===== src/rtl/nios_cpu_mul_pkg.sv =====
// ---------------------------------------------------------------------------
// nios_cpu_mul_pkg
//   Shared constants and types for the sequential multiply front-end.
//   - MUL_DATA_W / MUL_HALF_W : operand width and the half-word slice width
//   - MUL_PASSES              : number of half-word passes for the high word
//   - state_e                 : controller states (also driven on dbg_state)
// ---------------------------------------------------------------------------
package nios_cpu_mul_pkg;

  localparam int MUL_DATA_W = 32;
  localparam int MUL_HALF_W = MUL_DATA_W / 2;
  localparam int MUL_PASSES = 4;

  typedef enum logic [1:0] {
    ST_IDLE  = 2'd0,
    ST_ISSUE = 2'd1,
    ST_DRAIN = 2'd2,
    ST_DONE  = 2'd3
  } state_e;

endpackage


===== src/rtl/nios_cpu_mul_acc.sv =====
// ---------------------------------------------------------------------------
// nios_cpu_mul_acc
//   64-bit shift-add accumulator for the four half-word partial products of
//   an unsigned 32x32 high-word multiply. Only built when
//   NIOS_CPU_MUL_HIGH_EN is defined.
//
//   Ports:
//     clk, reset   : clock, synchronous active-high reset (clears the sum)
//     clear_i      : zero the accumulator (start of a new operation)
//     add_en_i     : add pp_i, weighted by pass_idx_i, this cycle
//     pass_idx_i   : pass of pp_i (0: <<0, 1/2: <<HALF_W, 3: <<DATA_W)
//     pp_i         : partial product from the mult cell
//     sum_hi_o     : upper word of (accumulator + weighted pp_i); this is the
//                    final high word in the cycle the last pass is added
// ---------------------------------------------------------------------------
module nios_cpu_mul_acc
  import nios_cpu_mul_pkg::*;
#(
  parameter int DATA_W = MUL_DATA_W,
  parameter int HALF_W = MUL_HALF_W
) (
  input  logic              clk,
  input  logic              reset,
  input  logic              clear_i,
  input  logic              add_en_i,
  input  logic [1:0]        pass_idx_i,
  input  logic [DATA_W-1:0] pp_i,
  output logic [DATA_W-1:0] sum_hi_o
);

  logic [2*DATA_W-1:0] acc_q;
  logic [2*DATA_W-1:0] acc_d;
  logic [2*DATA_W-1:0] pp_ext;
  logic [2*DATA_W-1:0] pp_sh;
  logic [2*DATA_W-1:0] sum;

  always_comb begin
    pp_ext = {{DATA_W{1'b0}}, pp_i};
    pp_sh  = pp_ext;
    case (pass_idx_i)
      2'd0:       pp_sh = pp_ext;
      2'd1, 2'd2: pp_sh = pp_ext << HALF_W;
      default:    pp_sh = pp_ext << DATA_W;
    endcase
    sum = acc_q + pp_sh;

    acc_d = acc_q;
    if (clear_i) begin
      acc_d = '0;
    end else if (add_en_i) begin
      acc_d = sum;
    end
  end

  always_ff @(posedge clk) begin
    if (reset) begin
      acc_q <= '0;
    end else begin
      acc_q <= acc_d;
    end
  end

  assign sum_hi_o = sum[2*DATA_W-1:DATA_W];

endmodule


===== src/rtl/nios_cpu_mul_seq.sv =====
// ---------------------------------------------------------------------------
// nios_cpu_mul_seq
//   Sequential multiply front-end driving an external 1-cycle mult cell.
//   Low mode (mul): one issue cycle, result = low word of src1*src2.
//   High mode (mulxuu): four half-word passes accumulated into 64 bits,
//   result = unsigned high word. High mode exists only when the macro
//   NIOS_CPU_MUL_HIGH_EN is defined; otherwise req_high is ignored.
//
//   Ports:
//     clk, reset                : clock, synchronous active-high reset
//     req_valid/req_ready       : request handshake
//     req_high                  : 0 = low word, 1 = unsigned high word
//     req_src1/req_src2         : operands
//     flush                     : kill; back to IDLE, result dropped
//     M_mul_src1/M_mul_src2     : operands to the mult cell (0 outside ISSUE)
//     M_mul_cell_result         : cell output, valid one clk after operands
//     rsp_valid/rsp_ready       : response handshake
//     rsp_data                  : result
//     dbg_state                 : current controller state (state_e)
//
//   Handshakes: a transfer happens on a rising edge where valid and ready are
//   both 1. req_ready does not depend on req_valid; rsp_valid/rsp_data stay
//   stable until the transfer. flush and reset override both handshakes.
//
//   Latency: accept at cycle T -> rsp_valid at T+3 (low) or T+6 (high).
// ---------------------------------------------------------------------------
module nios_cpu_mul_seq
  import nios_cpu_mul_pkg::*;
#(
  parameter int DATA_W = MUL_DATA_W,
  parameter int HALF_W = MUL_HALF_W
) (
  input  logic              clk,
  input  logic              reset,
  input  logic              req_valid,
  output logic              req_ready,
  input  logic              req_high,
  input  logic [DATA_W-1:0] req_src1,
  input  logic [DATA_W-1:0] req_src2,
  input  logic              flush,
  output logic [DATA_W-1:0] M_mul_src1,
  output logic [DATA_W-1:0] M_mul_src2,
  input  logic [DATA_W-1:0] M_mul_cell_result,
  output logic              rsp_valid,
  input  logic              rsp_ready,
  output logic [DATA_W-1:0] rsp_data,
  output logic [1:0]        dbg_state
);

  state_e            state_q, state_d;
  logic [DATA_W-1:0] a_q, a_d;
  logic [DATA_W-1:0] b_q, b_d;
  logic [DATA_W-1:0] rsp_data_q, rsp_data_d;
  logic [DATA_W-1:0] mul_src1, mul_src2;

`ifdef NIOS_CPU_MUL_HIGH_EN
  logic              high_q, high_d;
  logic [1:0]        pass_q, pass_d;
  // cap_* tracks the pass whose product arrives from the cell this cycle.
  logic              cap_en_q, cap_en_d;
  logic [1:0]        cap_idx_q, cap_idx_d;
  logic              acc_clear;
  logic [DATA_W-1:0] acc_sum_hi;

  nios_cpu_mul_acc #(
    .DATA_W (DATA_W),
    .HALF_W (HALF_W)
  ) u_acc (
    .clk        (clk),
    .reset      (reset),
    .clear_i    (acc_clear),
    .add_en_i   (cap_en_q),
    .pass_idx_i (cap_idx_q),
    .pp_i       (M_mul_cell_result),
    .sum_hi_o   (acc_sum_hi)
  );
`else
  // Without high-word support req_high and the slice width have no use.
  logic [HALF_W:0] unused_cfg;
  assign unused_cfg = {req_high, {HALF_W{1'b0}}};
`endif

  // -------------------------------------------------------------------------
  // Next-state / datapath control
  // -------------------------------------------------------------------------
  always_comb begin
    state_d    = state_q;
    a_d        = a_q;
    b_d        = b_q;
    rsp_data_d = rsp_data_q;
`ifdef NIOS_CPU_MUL_HIGH_EN
    high_d     = high_q;
    pass_d     = pass_q;
    cap_en_d   = 1'b0;
    cap_idx_d  = cap_idx_q;
    acc_clear  = 1'b0;
`endif

    case (state_q)
      ST_IDLE: begin
        if (req_valid) begin
          a_d     = req_src1;
          b_d     = req_src2;
          state_d = ST_ISSUE;
`ifdef NIOS_CPU_MUL_HIGH_EN
          high_d    = req_high;
          pass_d    = 2'd0;
          acc_clear = 1'b1;
`endif
        end
      end

      ST_ISSUE: begin
`ifdef NIOS_CPU_MUL_HIGH_EN
        cap_en_d  = high_q;
        cap_idx_d = pass_q;
        if (high_q && (pass_q != 2'(MUL_PASSES - 1))) begin
          pass_d = pass_q + 2'd1;
        end else begin
          state_d = ST_DRAIN;
        end
`else
        state_d = ST_DRAIN;
`endif
      end

      ST_DRAIN: begin
        // The last cell product arrives this cycle; in high mode it is folded
        // into the accumulator sum combinationally so the word is final here.
`ifdef NIOS_CPU_MUL_HIGH_EN
        rsp_data_d = high_q ? acc_sum_hi : M_mul_cell_result;
`else
        rsp_data_d = M_mul_cell_result;
`endif
        state_d = ST_DONE;
      end

      ST_DONE: begin
        if (rsp_ready) begin
          state_d = ST_IDLE;
        end
      end

      default: state_d = ST_IDLE;
    endcase

    // flush wins over everything except reset.
    if (flush) begin
      state_d    = ST_IDLE;
      rsp_data_d = '0;
`ifdef NIOS_CPU_MUL_HIGH_EN
      cap_en_d   = 1'b0;
      acc_clear  = 1'b0;
`endif
    end
  end

  // -------------------------------------------------------------------------
  // Mult cell operands: full words in low mode, zero-extended half-word
  // slices in high mode (pass bit 0 picks a's half, bit 1 picks b's half).
  // -------------------------------------------------------------------------
  always_comb begin
    mul_src1 = '0;
    mul_src2 = '0;
    if (state_q == ST_ISSUE) begin
`ifdef NIOS_CPU_MUL_HIGH_EN
      if (high_q) begin
        mul_src1 = {{(DATA_W-HALF_W){1'b0}},
                    pass_q[0] ? a_q[DATA_W-1:HALF_W] : a_q[HALF_W-1:0]};
        mul_src2 = {{(DATA_W-HALF_W){1'b0}},
                    pass_q[1] ? b_q[DATA_W-1:HALF_W] : b_q[HALF_W-1:0]};
      end else begin
        mul_src1 = a_q;
        mul_src2 = b_q;
      end
`else
      mul_src1 = a_q;
      mul_src2 = b_q;
`endif
    end
  end

  // -------------------------------------------------------------------------
  // State registers
  // -------------------------------------------------------------------------
  always_ff @(posedge clk) begin
    if (reset) begin
      state_q    <= ST_IDLE;
      a_q        <= '0;
      b_q        <= '0;
      rsp_data_q <= '0;
`ifdef NIOS_CPU_MUL_HIGH_EN
      high_q     <= 1'b0;
      pass_q     <= 2'd0;
      cap_en_q   <= 1'b0;
      cap_idx_q  <= 2'd0;
`endif
    end else begin
      state_q    <= state_d;
      a_q        <= a_d;
      b_q        <= b_d;
      rsp_data_q <= rsp_data_d;
`ifdef NIOS_CPU_MUL_HIGH_EN
      high_q     <= high_d;
      pass_q     <= pass_d;
      cap_en_q   <= cap_en_d;
      cap_idx_q  <= cap_idx_d;
`endif
    end
  end

  assign req_ready  = (state_q == ST_IDLE) && !flush;
  assign rsp_valid  = (state_q == ST_DONE);
  assign rsp_data   = rsp_data_q;
  assign M_mul_src1 = mul_src1;
  assign M_mul_src2 = mul_src2;
  assign dbg_state  = state_q;

endmodule


===== config.mk =====
export PLATFORM = sky130hd
export DESIGN_NAME = nios_cpu_mul_seq
export DESIGN_NICKNAME = d
export VERILOG_FILES = /design/src/rtl/nios_cpu_mul_pkg.sv /design/src/rtl/nios_cpu_mul_acc.sv /design/src/rtl/nios_cpu_mul_seq.sv
export SDC_FILE = /design/constraint.sdc
export NUM_CORES = 1
export LEC_CHECK = 0
export CORE_MARGIN = 2
export CORE_UTILIZATION = 40
export DETAILED_ROUTE_END_ITERATION = 10
export GPL_TIMING_DRIVEN = 0
export PLACE_DENSITY = 0.8
export SLEW_MARGIN = 40
export SYNTH_ARGS = -nofsm -noshare
export SYNTH_HDL_FRONTEND = slang
export SYNTH_SLANG_ARGS = --single-unit

===== constraint.sdc =====
create_clock -name clk -period 3.91 [get_ports clk]
set_input_delay 0.782 -clock clk [delete_from_list [all_inputs] [get_ports clk]]
set_output_delay 0.782 -clock clk [all_outputs]
set_load 0.02 [all_outputs]

# ---- Word-level counts from Yosys, hierarchy flattened
# Cells that the tools add are included.
dict set report word_totals {
  register_bits 98
  input_bits 102
  elab_cells 20
}
dict set report op_classes {
  mux 5
  eq_ne 5
  reduce_logical 6
}
# cell n
set op_table {}
lappend op_table {{32-bit 2-to-1 mux} 2}
lappend op_table {{2-bit one-hot mux with 4 select lines} 1}
lappend op_table {{2-bit equality test, second input constant} 2}
lappend op_table {{2-bit 2-to-1 mux} 2}
lappend op_table {{2-bit AND reduction} 2}
lappend op_table {{2-bit by 1-bit equality test with 1-bit output, second input constant} 1}
lappend op_table {{2-bit logical NOT} 1}
lappend op_table {{2-bit by 1-bit inequality test with 1-bit output, second input constant} 1}
lappend op_table {{2-bit inequality test, second input constant} 1}
lappend op_table {{2-bit OR reduction} 1}
lappend op_table {{1-bit logical AND} 1}
lappend op_table {{1-bit logical NOT} 1}

# ---- Longest topological paths before layout
# Gate-level depths: netlist of the first run.
dict set report depth {
  depth_word 3
  ltp_mapped 7
  mapped_depth_nobuf 5
}

# ---- Worst setup path before layout of the first run
# OpenSTA, ideal clock, no wires.
dict set report synth_path {
  path_type {register to output}
  start {reg state_q[1], in the netlist dbg_state[1]}
  end {out M_mul_src1[0]}
  arrival_time_ns 1.267
  path_slack_ns 1.861
  t_required_ns 3.128
  path_stages_with_launch 6
  cell_sequence {dfxtp_1 > inv_1 > ha_1 > buf_2 > clkbuf_1 > and2_1}
}
dict set report synth_between {
  elab_chain_len 2
}
# element line_no
set synth_rtl {}
lappend synth_rtl {{start, declared} nios_cpu_mul_seq.sv:50} ;# state_e state_q, state_d;
lappend synth_rtl {{start signal, assigned} nios_cpu_mul_seq.sv:199} ;# state_q <= state_d;
lappend synth_rtl {{2-bit by 1-bit equality test with 1-bit output} nios_cpu_mul_seq.sv:165} ;# if (state_q == ST_ISSUE) begin
lappend synth_rtl {{32-bit 2-to-1 mux} nios_cpu_mul_seq.sv:165}
lappend synth_rtl {{end, declared} nios_cpu_mul_seq.sv:41} ;# output logic [DATA_W-1:0] M_mul_src1,
# Every way passes these cells.

# ---- Worst setup path in the final report of the first run
dict set report layout_path {
  start {reg state_q[1], in the netlist dbg_state[1]}
  end {out M_mul_src1[26]}
}
# Same word-level chain as after synthesis.

==> impl_metrics.env, run 1 <==
export IMPL_crit_slowest_cell="clkdlybuf4s50_1"
export IMPL_r2r_slack_ns=2.37
export IMPL_root_buffer="clkbuf_8"
export IMPL_startpoint_type="register"
export IMPL_dpl_worst_slack_ns=1.16
export IMPL_synth_cell_type_count=23
export IMPL_clk_pin_slew_ns=0.09
export IMPL_final_nets=788
export IMPL_cts_sinks=98
export IMPL_setup_ws_ns=0.837
export IMPL_r2r_end="b_q[6]"
export IMPL_synth_area_um2=3980
export IMPL_grt_use_total_pct=20.3
export IMPL_cp_slowest_stage_delay_ns=0.60
export IMPL_synth_enable_flop_cells=0
export IMPL_die_y_um=104
export IMPL_cts_max_level=3
export IMPL_finish_cell_count_without_fillers=820
export IMPL_path_depth=6
export IMPL_area_growth_synth_to_final_pct=59.1
export IMPL_hp_class="reg2reg"
export IMPL_core_um2=9730
export IMPL_worst_pin_slew_ns=0.461
export IMPL_synth_yosys_warnings=0
export IMPL_synthMuxAreaShare_pct=8.05
export IMPL_synth_seq_cells=98
export IMPL_synth_area_leaders="dfxtp_1 49%, nand2_1 12%, and2_1 10%"
export IMPL_fin_setup_tns_ns=0
export IMPL_cp_top_family="buffers and inverters"
export IMPL_p_leak_nw=2.33
export IMPL_setup_viol=0
export IMPL_ctsHoldBuffers=0
export IMPL_clock_latency_ns=0.35
export IMPL_dr_pass1_iters=4
export IMPL_yosysMostFrequentCell="nand2_1"
export IMPL_synth_adder_area_share_pct=1.26
export IMPL_critPathMaxFanout=10
export IMPL_synth_simple_area_share_pct=26.3
export IMPL_max_freq_ghz=0.325
export IMPL_fin_crit_sh_pct=78.6
export IMPL_syn_inst=471
export IMPL_crit_arrival_ns=2.29
export IMPL_syn_area_per_cell_um2=8.44
export IMPL_synth_compound_area_share_pct=9.56
export IMPL_routedWlPerCell_um=13.5
export IMPL_crit_type="reg2out"
export IMPL_ios=202
export IMPL_relSlewSlack_pct=69.2
export IMPL_ys_async_sr_fraction_pct=0
export IMPL_die_w_um=104
export IMPL_yosysSeqAreaShare_pct=49.3
export IMPL_cts_max_path_buffers=2
export IMPL_dr_total_vias=3793
export IMPL_gp_congestion=0.755
export IMPL_worstSetupStartpoint="dbg_state[1]"
export IMPL_placed_cells=804
export IMPL_drtIter0Drc=120
export IMPL_start_util_pct=40.9
export IMPL_num_rows=36
export IMPL_grt_overflow_total=0
export IMPL_synth_top_family_by_area="simple AND/OR/NAND/NOR gates"
export IMPL_synth_top_area_share_pct=49.3
export IMPL_slew_violations=0
export IMPL_p_total_w=0.00199
export IMPL_cts_tree="yes"
export IMPL_crit_path_end_kind="primary output"
export IMPL_dieArea_um2=10800
export IMPL_synth_common_cells="129 x nand2_1, 98 x dfxtp_1, 64 x and2_1, 56 x a21oi_1, 33 x nor2_1"
export IMPL_status="finished, final reports clean"
export IMPL_antenna_found_initial=0
export IMPL_port_buffers=200
export IMPL_cts_buffers=9
export IMPL_fin_skew_ns=0.00591
export IMPL_synth_ff_type="dfxtp_1"
export IMPL_drc=0
export IMPL_post_cts_setup_buffers=0
export IMPL_synth_xor_area_share_pct=0
export IMPL_reg2reg_depth=6
export IMPL_post_route_min_period_ns=3.07
export IMPL_syn_num_nets=577
export IMPL_required_ns=3.13
export IMPL_grt_start_max_net_pins=15
export IMPL_max_cap_violations=0
export IMPL_hold_violations=0
export IMPL_hpwl_mm=8.43
export IMPL_worst_path_buf_inv=4
export IMPL_r2r_start="dbg_state[0]"
export IMPL_routed_wl_mm=11.1
export IMPL_grt_pass1_wl_mm=17.9
export IMPL_peakVddDrop_mv=0.212
export IMPL_cellPowerDensity_nw_per_um2=315
export IMPL_critPathCapture="M_mul_src1[26]"
export IMPL_avgViaCountPerCell=4.63
export IMPL_postRouteAntennaNets=0
export IMPL_post_cts_resized=0
export IMPL_drive_gt1_share_pct=6.84
export IMPL_cp_cell_sequence="inv_1 > ha_1 > buf_2 > clkbuf_1 > and2_1 > clkdlybuf4s50_1"
export IMPL_n_antenna_cell=0
export IMPL_rsz0062_at_grt="false"
export IMPL_synth_top_area_cell="dfxtp_1"
export IMPL_grt_pass1_vias=3765
==> metal layers <==
layer	up-vias	routed length [µm]	GRT usage [%]
met5	-	0	0
met4	0	138	5.50
met3	11	1170	9.63
met2	147	5310	34.5
met1	1722	4450	23.0
li1	1913	-	-
==> sequential cells by signal (all words and copies together) (netlist names) <==
signal	flops
a_q	32
dbg_state	2
rsp_data	32
b_q	32
==> worst min path at each step <==
stage	start	endpoint	cells after the start	slack, ns
6_report	a_q[25]	a_q[25]	2	0.45
5_1_grt	b_q[27]	b_q[27]	2	0.47
4_1_cts	b_q[31]	b_q[31]	2	0.45
3_5_place_dp	b_q[31]	b_q[31]	2	0.44
3_3_place_gp	b_q[11]	b_q[11]	2	0.44
2_1_floorplan	a_q[0]	a_q[0]	2	0.43
==> stage by stage <==
step           area (µm²)  hold slack [ns]  utilization (%)
5_1_grt              6330            0.474             65.0
4_1_cts              6330            0.454             65.0
6_report             6330            0.452             65.0
3_5_place_dp         6150            0.442             63.2
3_3_place_gp         6150            0.438             63.2
2_1_floorplan        3980            0.432                -
==> report_power, final <==
part / total [W] / internal [W] / switching (W)
Sequential: 0.00106 / 0.00104 / 0.0000191
Clock: 0.000612 / 0.000283 / 0.000329
Combinational: 0.000320 / 0.000174 / 0.000146
==> tightest hold or removal path: stages (launching register included) <==
cell     delay [ns]
dfxtp_1        0.31
nand2_1        0.05
a21oi_1        0.05
==> cell type report <==
cell class,count,area (µm²)
clock buffer,14,173
timing repair buffer,200,2000
inverter,2,7.51
tap,133,166
fill,802,3400
multi-input combinational,336,1800
sequential,98,1960
clock inverter,2,10.0
buffer,35,210
==> cell families after synthesis <==
| family | count (synthesis) |
|---|---|
| AO/OA/AOI/OAI | 68 |
| buffers and inverters | 37 |
| AND/OR/NAND/NOR | 232 |
| flip-flops | 98 |
| multiplexers | 32 |
| adder cells (fa/ha/maj) | 4 |
==> cell usage in the layout, fill, tap and decap left out <==
cell / Yosys / layout
a21oi_1: 56 / 56
clkdlybuf4s50_1: 0 / 200
and2_1: 64 / 64
o311a_1: 1 / 1
o31ai_1: 1 / 1
clkbuf_1: 7 / 9
mux2i_1: 32 / 32
nor2b_1: 3 / 3
o21ai_0: 1 / 1
buf_8: 1 / 1
dfxtp_1: 98 / 98
buf_6: 6 / 6
o211ai_1: 1 / 1
inv_1: 2 / 2
or2_1: 1 / 1
clkinv_2: 0 / 2
a21oi_2: 8 / 8
and2_2: 1 / 1
nor2_1: 33 / 33
nand2_1: 129 / 129
buf_1: 5 / 5
ha_1: 4 / 4
nand2_2: 1 / 1
buf_2: 15 / 15
buf_4: 1 / 1
clkbuf_8: 0 / 12
Note: power is estimated with default switching activity, not from simulation.
==> run 2: changes to the inputs <==
--- a/config.mk
+++ b/config.mk
@@ -6,10 +6,10 @@
 export NUM_CORES = 1
 export LEC_CHECK = 0
 export CORE_MARGIN = 2
-export CORE_UTILIZATION = 40
+export CORE_UTILIZATION = 36
 export DETAILED_ROUTE_END_ITERATION = 10
 export GPL_TIMING_DRIVEN = 0
-export PLACE_DENSITY = 0.8
+export PLACE_DENSITY = 0.76
 export SLEW_MARGIN = 40
 export SYNTH_ARGS = -nofsm -noshare
 export SYNTH_HDL_FRONTEND = slang
==> constraint.sdc (replaced) <==
create_clock -name clk -period 2.75 [get_ports clk]
set_input_delay 0.55 -clock clk [delete_from_list [all_inputs] [get_ports clk]]
set_output_delay 0.55 -clock clk [all_outputs]
set_load 0.02 [all_outputs]
==> impl_metrics.env, run 2 (synthesized netlist as in run 1, its figures left out) <==
export IMPL_status="finished, final reports clean"
export IMPL_gp_congestion=0.767
export IMPL_worst_path_buf_inv=3
export IMPL_slew_violations=0
export IMPL_clock_latency_ns=0.36
export IMPL_root_buffer="clkbuf_8"
export IMPL_r2r_end="b_q[31]"
export IMPL_grt_overflow_total=0
export IMPL_postRouteAntennaNets=0
export IMPL_required_ns=2.20
export IMPL_reg2reg_depth=6
export IMPL_cts_tree="yes"
export IMPL_dr_total_vias=3822
export IMPL_finish_cell_count_without_fillers=826
export IMPL_relSlewSlack_pct=70.8
export IMPL_crit_slowest_cell="clkdlybuf4s50_1"
export IMPL_post_route_min_period_ns=2.63
export IMPL_fillers=957
export IMPL_cts_max_level=3
export IMPL_cts_sinks=98
export IMPL_worst_pin_slew_ns=0.439
export IMPL_holdWs_ns=0.452
export IMPL_crit_path_end_kind="primary output"
export IMPL_core_um2=10800
export IMPL_crit_arrival_ns=2.08
export IMPL_cp_cell_sequence="ha_1 > buf_4 > clkbuf_2 > and2_1 > clkdlybuf4s50_1"
export IMPL_die_y_um=109
export IMPL_placed_cells=811
export IMPL_drive_gt1_share_pct=8.02
export IMPL_ios=202
export IMPL_fin_area_um2=6380
export IMPL_fin_crit_sh_pct=95.8
export IMPL_area_growth_synth_to_final_pct=60.4
export IMPL_dieArea_um2=11900
export IMPL_max_cap_violations=0
export IMPL_drc=0
export IMPL_cts_max_path_buffers=2
export IMPL_grt_use_total_pct=18.8
export IMPL_post_cts_setup_buffers=0
export IMPL_drtIter0Drc=158
export IMPL_grt_pass1_wl_mm=17.6
export IMPL_p_leak_nw=2.54
export IMPL_die_w_um=109
export IMPL_startpoint_type="register"
export IMPL_crit_type="reg2out"
export IMPL_r2r_start="dbg_state[0]"
export IMPL_fin_setup_tns_ns=0
export IMPL_multi_input_area_um2=1800
export IMPL_antenna_found_initial=0
export IMPL_setup_viol=0
export IMPL_hold_depth=2
export IMPL_hold_violations=0
export IMPL_placed_area_um2=6150
export IMPL_avgViaCountPerCell=4.63
export IMPL_max_freq_ghz=0.380
export IMPL_final_nets=788
export IMPL_routedWlPerCell_um=13.6
export IMPL_cp_slowest_stage_delay_ns=0.60
export IMPL_final_common_cell="clkdlybuf4s50_1"
export IMPL_port_buffers=200
export IMPL_peakVddDrop_mv=0.288
export IMPL_grt_start_max_net_pins=16
export IMPL_cellPowerDensity_nw_per_um2=452
export IMPL_cp_top_family="buffers and inverters"
export IMPL_ctsHoldBuffers=0
export IMPL_cts_buffers=9
export IMPL_final_cell_mix="187 x clkdlybuf4s50_1, 129 x nand2_1, 97 x dfxtp_1"
export IMPL_seq_area_um2=1960
export IMPL_r2r_slack_ns=1.22
export IMPL_dr_pass1_iters=4
export IMPL_hpwl_mm=8.55
export IMPL_rsz0062_at_grt="false"
export IMPL_start_util_pct=36.9
export IMPL_hold_path_startpoint="a_q[25]"
export IMPL_path_depth=5
export IMPL_num_rows=38
export IMPL_hp_class="reg2reg"
export IMPL_clk_pin_slew_ns=0.09
export IMPL_routed_wl_mm=11.2
export IMPL_fin_skew_ns=0.00577
export IMPL_grt_pass1_vias=3851
export IMPL_critPathMaxFanout=10
export IMPL_n_antenna_cell=0
export IMPL_holdPathEnd="a_q[25]"
[run 2: changes by cell type in the layout (fill, tap and decap cells not counted)]
cell	delta
clkdlybuf4s50_1	-13
dlymetal6s2s_1	+9
clkbuf_1	-8
clkbuf_2	+5
dlygate4sd2_1	+4
clkbuf_8	-2
clkinvlp_4	+2
buf_2	-1
buf_4	+1
bufinv_16	+1
clkbuf_4	+1
dfxtp_1	-1
dfxtp_2	+1
[run 2: final cells by class]
class,instances,share of cell area [%]
well taps,140,2.75
clock buffers,10,2.16
flip-flops and latches,98,30.8
repair buffers,200,31.7
multi-input cells,336,28.2
plain buffers,35,3.49
clock inverters,5,0.863
inverters,2,0.118
[run 2: per-layer routing]
layer  track usage, %  vias to the layer above  wire, µm
li1                 -                     1913         -
met5                0                        -         0
met2             31.5                      147      5360
met1             21.2                     1743      4450
met3             7.17                       19      1190
met4             7.97                        0       226
[run 2: worst max path at each step]
| stage | start | to | slack (ns) |
|---|---|---|---|
| 4_1_cts | dbg_state[1] | M_mul_src2[25] | 0.03 |
| 5_1_grt | dbg_state[0] | M_mul_src2[24] | 0.00006 |
| 3_3_place_gp | dbg_state[1] | M_mul_src1[10] | 0.24 |
| 3_5_place_dp | dbg_state[1] | M_mul_src1[14] | 0.19 |
| 6_report | dbg_state[0] | M_mul_src1[23] | 0.12 |
| 2_1_floorplan | dbg_state[1] | M_mul_src1[0] | 0.93 |
[run 2: power by group]
| group | total (W) | internal, W | switching, W |
|---|---|---|---|
| Sequential | 0.00151 | 0.00148 | 0.0000276 |
| Clock | 0.000919 | 0.000437 | 0.000482 |
| Combinational | 0.000456 | 0.000249 | 0.000207 |
[run 2: repair_timing]
action / in CTS / in global routing
gates resized for setup: 12 / 10
endpoints found under the setup margin: 60 / 56
endpoints found under the hold margin: 0 / 0
[run 2: worst reg2reg max path: cells and delay by family (launching register included)]
family | cells | cell delay [ns]
flip-flops | 1 | 0.40
AO/OA/AOI/OAI | 1 | 0.15
AND/OR/NAND/NOR | 2 | 0.29
buffers and inverters | 2 | 0.36
adder cells (fa/ha/maj) | 1 | 0.26
[run 2: stage by stage]
step                setup slack, ns  power [W]  util (%)
finish                        0.115    0.00288      59.1
detailed placement            0.187    0.00200      57.0
global route              0.0000560    0.00303      59.1
CTS                          0.0311    0.00292      58.9
global placement              0.235    0.00199      57.0
floorplan                     0.933    0.00175         -
==> run 3: changes to the inputs <==
--- a/config.mk
+++ b/config.mk
@@ -5,6 +5,7 @@
 export SDC_FILE = /design/constraint.sdc
 export NUM_CORES = 1
 export LEC_CHECK = 0
+export CORE_ASPECT_RATIO = 0.5
 export CORE_MARGIN = 2
 export CORE_UTILIZATION = 36
 export DETAILED_ROUTE_END_ITERATION = 10
==> impl_metrics.env, run 3 (synthesized netlist as in run 1, its figures left out) <==
export IMPL_required_ns=2.20
export IMPL_peakVddDrop_mv=0.322
export IMPL_grt_overflow_total=0
export IMPL_routedWlPerCell_um=13.3
export IMPL_seq_area_um2=1960
export IMPL_grt_use_total_pct=18.0
export IMPL_num_rows=27
export IMPL_hold_violations=0
export IMPL_r2r_end="b_q[30]"
export IMPL_start_util_pct=36.6
export IMPL_startpoint_type="register"
export IMPL_holdWs_ns=0.449
export IMPL_die_w_um=153
export IMPL_n_antenna_cell=0
export IMPL_reg2reg_depth=6
export IMPL_r2r_slack_ns=1.21
export IMPL_max_freq_ghz=0.377
export IMPL_relSlewSlack_pct=67.0
export IMPL_postLayoutCoreUtil_pct=60.5
export IMPL_clk_pin_slew_ns=0.06
export IMPL_grt_start_max_net_pins=16
export IMPL_hpwl_mm=8.15
export IMPL_die_y_um=78.3
export IMPL_core_um2=10900
export IMPL_setup_viol=0
export IMPL_dr_total_vias=3773
export IMPL_antenna_found_initial=0
export IMPL_dieArea_um2=12000
export IMPL_clock_latency_ns=0.34
export IMPL_cts_max_level=3
export IMPL_final_common_cell="clkdlybuf4s50_1"
export IMPL_crit_arrival_ns=2.11
export IMPL_p_leak_nw=2.98
export IMPL_cts_max_path_buffers=2
export IMPL_cellPowerDensity_nw_per_um2=502
export IMPL_ctsHoldBuffers=0
export IMPL_drc=0
export IMPL_fin_skew_ns=0.00368
export IMPL_drtIter0Drc=171
export IMPL_max_cap_violations=0
export IMPL_post_route_min_period_ns=2.66
export IMPL_hp_class="reg2reg"
export IMPL_r2r_start="dbg_state[0]"
export IMPL_cts_buffers=9
export IMPL_final_cell_mix="169 x clkdlybuf4s50_1, 129 x nand2_1, 98 x dfxtp_1"
export IMPL_gp_congestion=0.771
export IMPL_status="finished, final reports clean"
export IMPL_final_nets=788
export IMPL_avgViaCountPerCell=4.53
export IMPL_holdPathEnd="b_q[10]"
export IMPL_post_cts_setup_buffers=0
export IMPL_crit_type="reg2out"
export IMPL_drive_gt1_share_pct=7.86
export IMPL_port_buffers=200
export IMPL_grt_pass1_vias=3699
export IMPL_worst_pin_slew_ns=0.496
export IMPL_fillers=981
export IMPL_hold_path_startpoint="b_q[10]"
export IMPL_fin_crit_sh_pct=96.6
export IMPL_dr_pass1_iters=4
export IMPL_postRouteAntennaNets=0
export IMPL_critPathMaxFanout=10
export IMPL_slew_violations=0
export IMPL_cts_sinks=98
export IMPL_routed_wl_mm=11.1
export IMPL_crit_path_end_kind="primary output"
export IMPL_root_buffer="clkbuf_16"
export IMPL_hold_depth=2
export IMPL_area_growth_synth_to_final_pct=65.3
export IMPL_multi_input_area_um2=1800
export IMPL_cts_tree="yes"
export IMPL_grt_pass1_wl_mm=17.6
export IMPL_ios=202
run 3: repair_timing:
action                     CTS  global route
setup endpoints to repair   60            60
pin swaps                    0             0
gates resized for setup      6            40
run 3: power by group:
part           internal, W  switching, W  leakage (nW)
Sequential         0.00148     0.0000266         0.801
Combinational     0.000249      0.000206          2.03
Clock             0.000819      0.000520         0.156
run 3: worst max-delay path by stage:
stage	from	end	slack, ns	depth (start not counted)
after floorplan	dbg_state[1]	M_mul_src1[0]	0.93	5
after global placement	dbg_state[1]	M_mul_src1[28]	0.27	6
after detailed placement	dbg_state[1]	M_mul_src1[21]	0.26	6
after CTS	dbg_state[1]	M_mul_src2[10]	0.01	6
after global routing	dbg_state[1]	M_mul_src1[27]	-0.009	6
final	dbg_state[1]	M_mul_src1[26]	0.09	6
run 3: cell type report:
class / count / share of cell area [%]
clock buffers: 11 / 3.69
clock inverters: 5 / 1.18
inverters: 2 / 0.114
well taps: 145 / 2.76
plain buffers: 35 / 3.46
flip-flops and latches: 98 / 29.8
multi-input cells: 336 / 27.3
repair buffers: 200 / 31.6
run 3: layer usage:
layer  GRT usage [%]  wire length (µm)
met1            21.2              4790
met4            6.57               257
met5               0                 0
met3            5.41               522
met2            31.7              5490
run 3: per-stage QoR:
stage / setup TNS (ns) / worst slack (ns) / instances / power, W / instance area, µm²
detailed placement: 0 / 0.262 / 816 / 0.00200 / 6160
global placement: 0 / 0.271 / 816 / 0.00199 / 6160
CTS: 0 / 0.0111 / 832 / 0.00334 / 6490
finish: 0 / 0.0942 / 832 / 0.00330 / 6580
floorplan: 0 / 0.933 / 471 / 0.00175 / 3980
global route: -0.0367 / -0.00933 / 832 / 0.00345 / 6580
run 3: critical path: stages (launching register included):
cell,delay (ns)
dfxtp_1,0.40
inv_1,0.09
ha_1,0.18
clkbuf_4,0.18
clkbuf_2,0.19
and2_1,0.19
clkdlybuf4s50_1,0.53
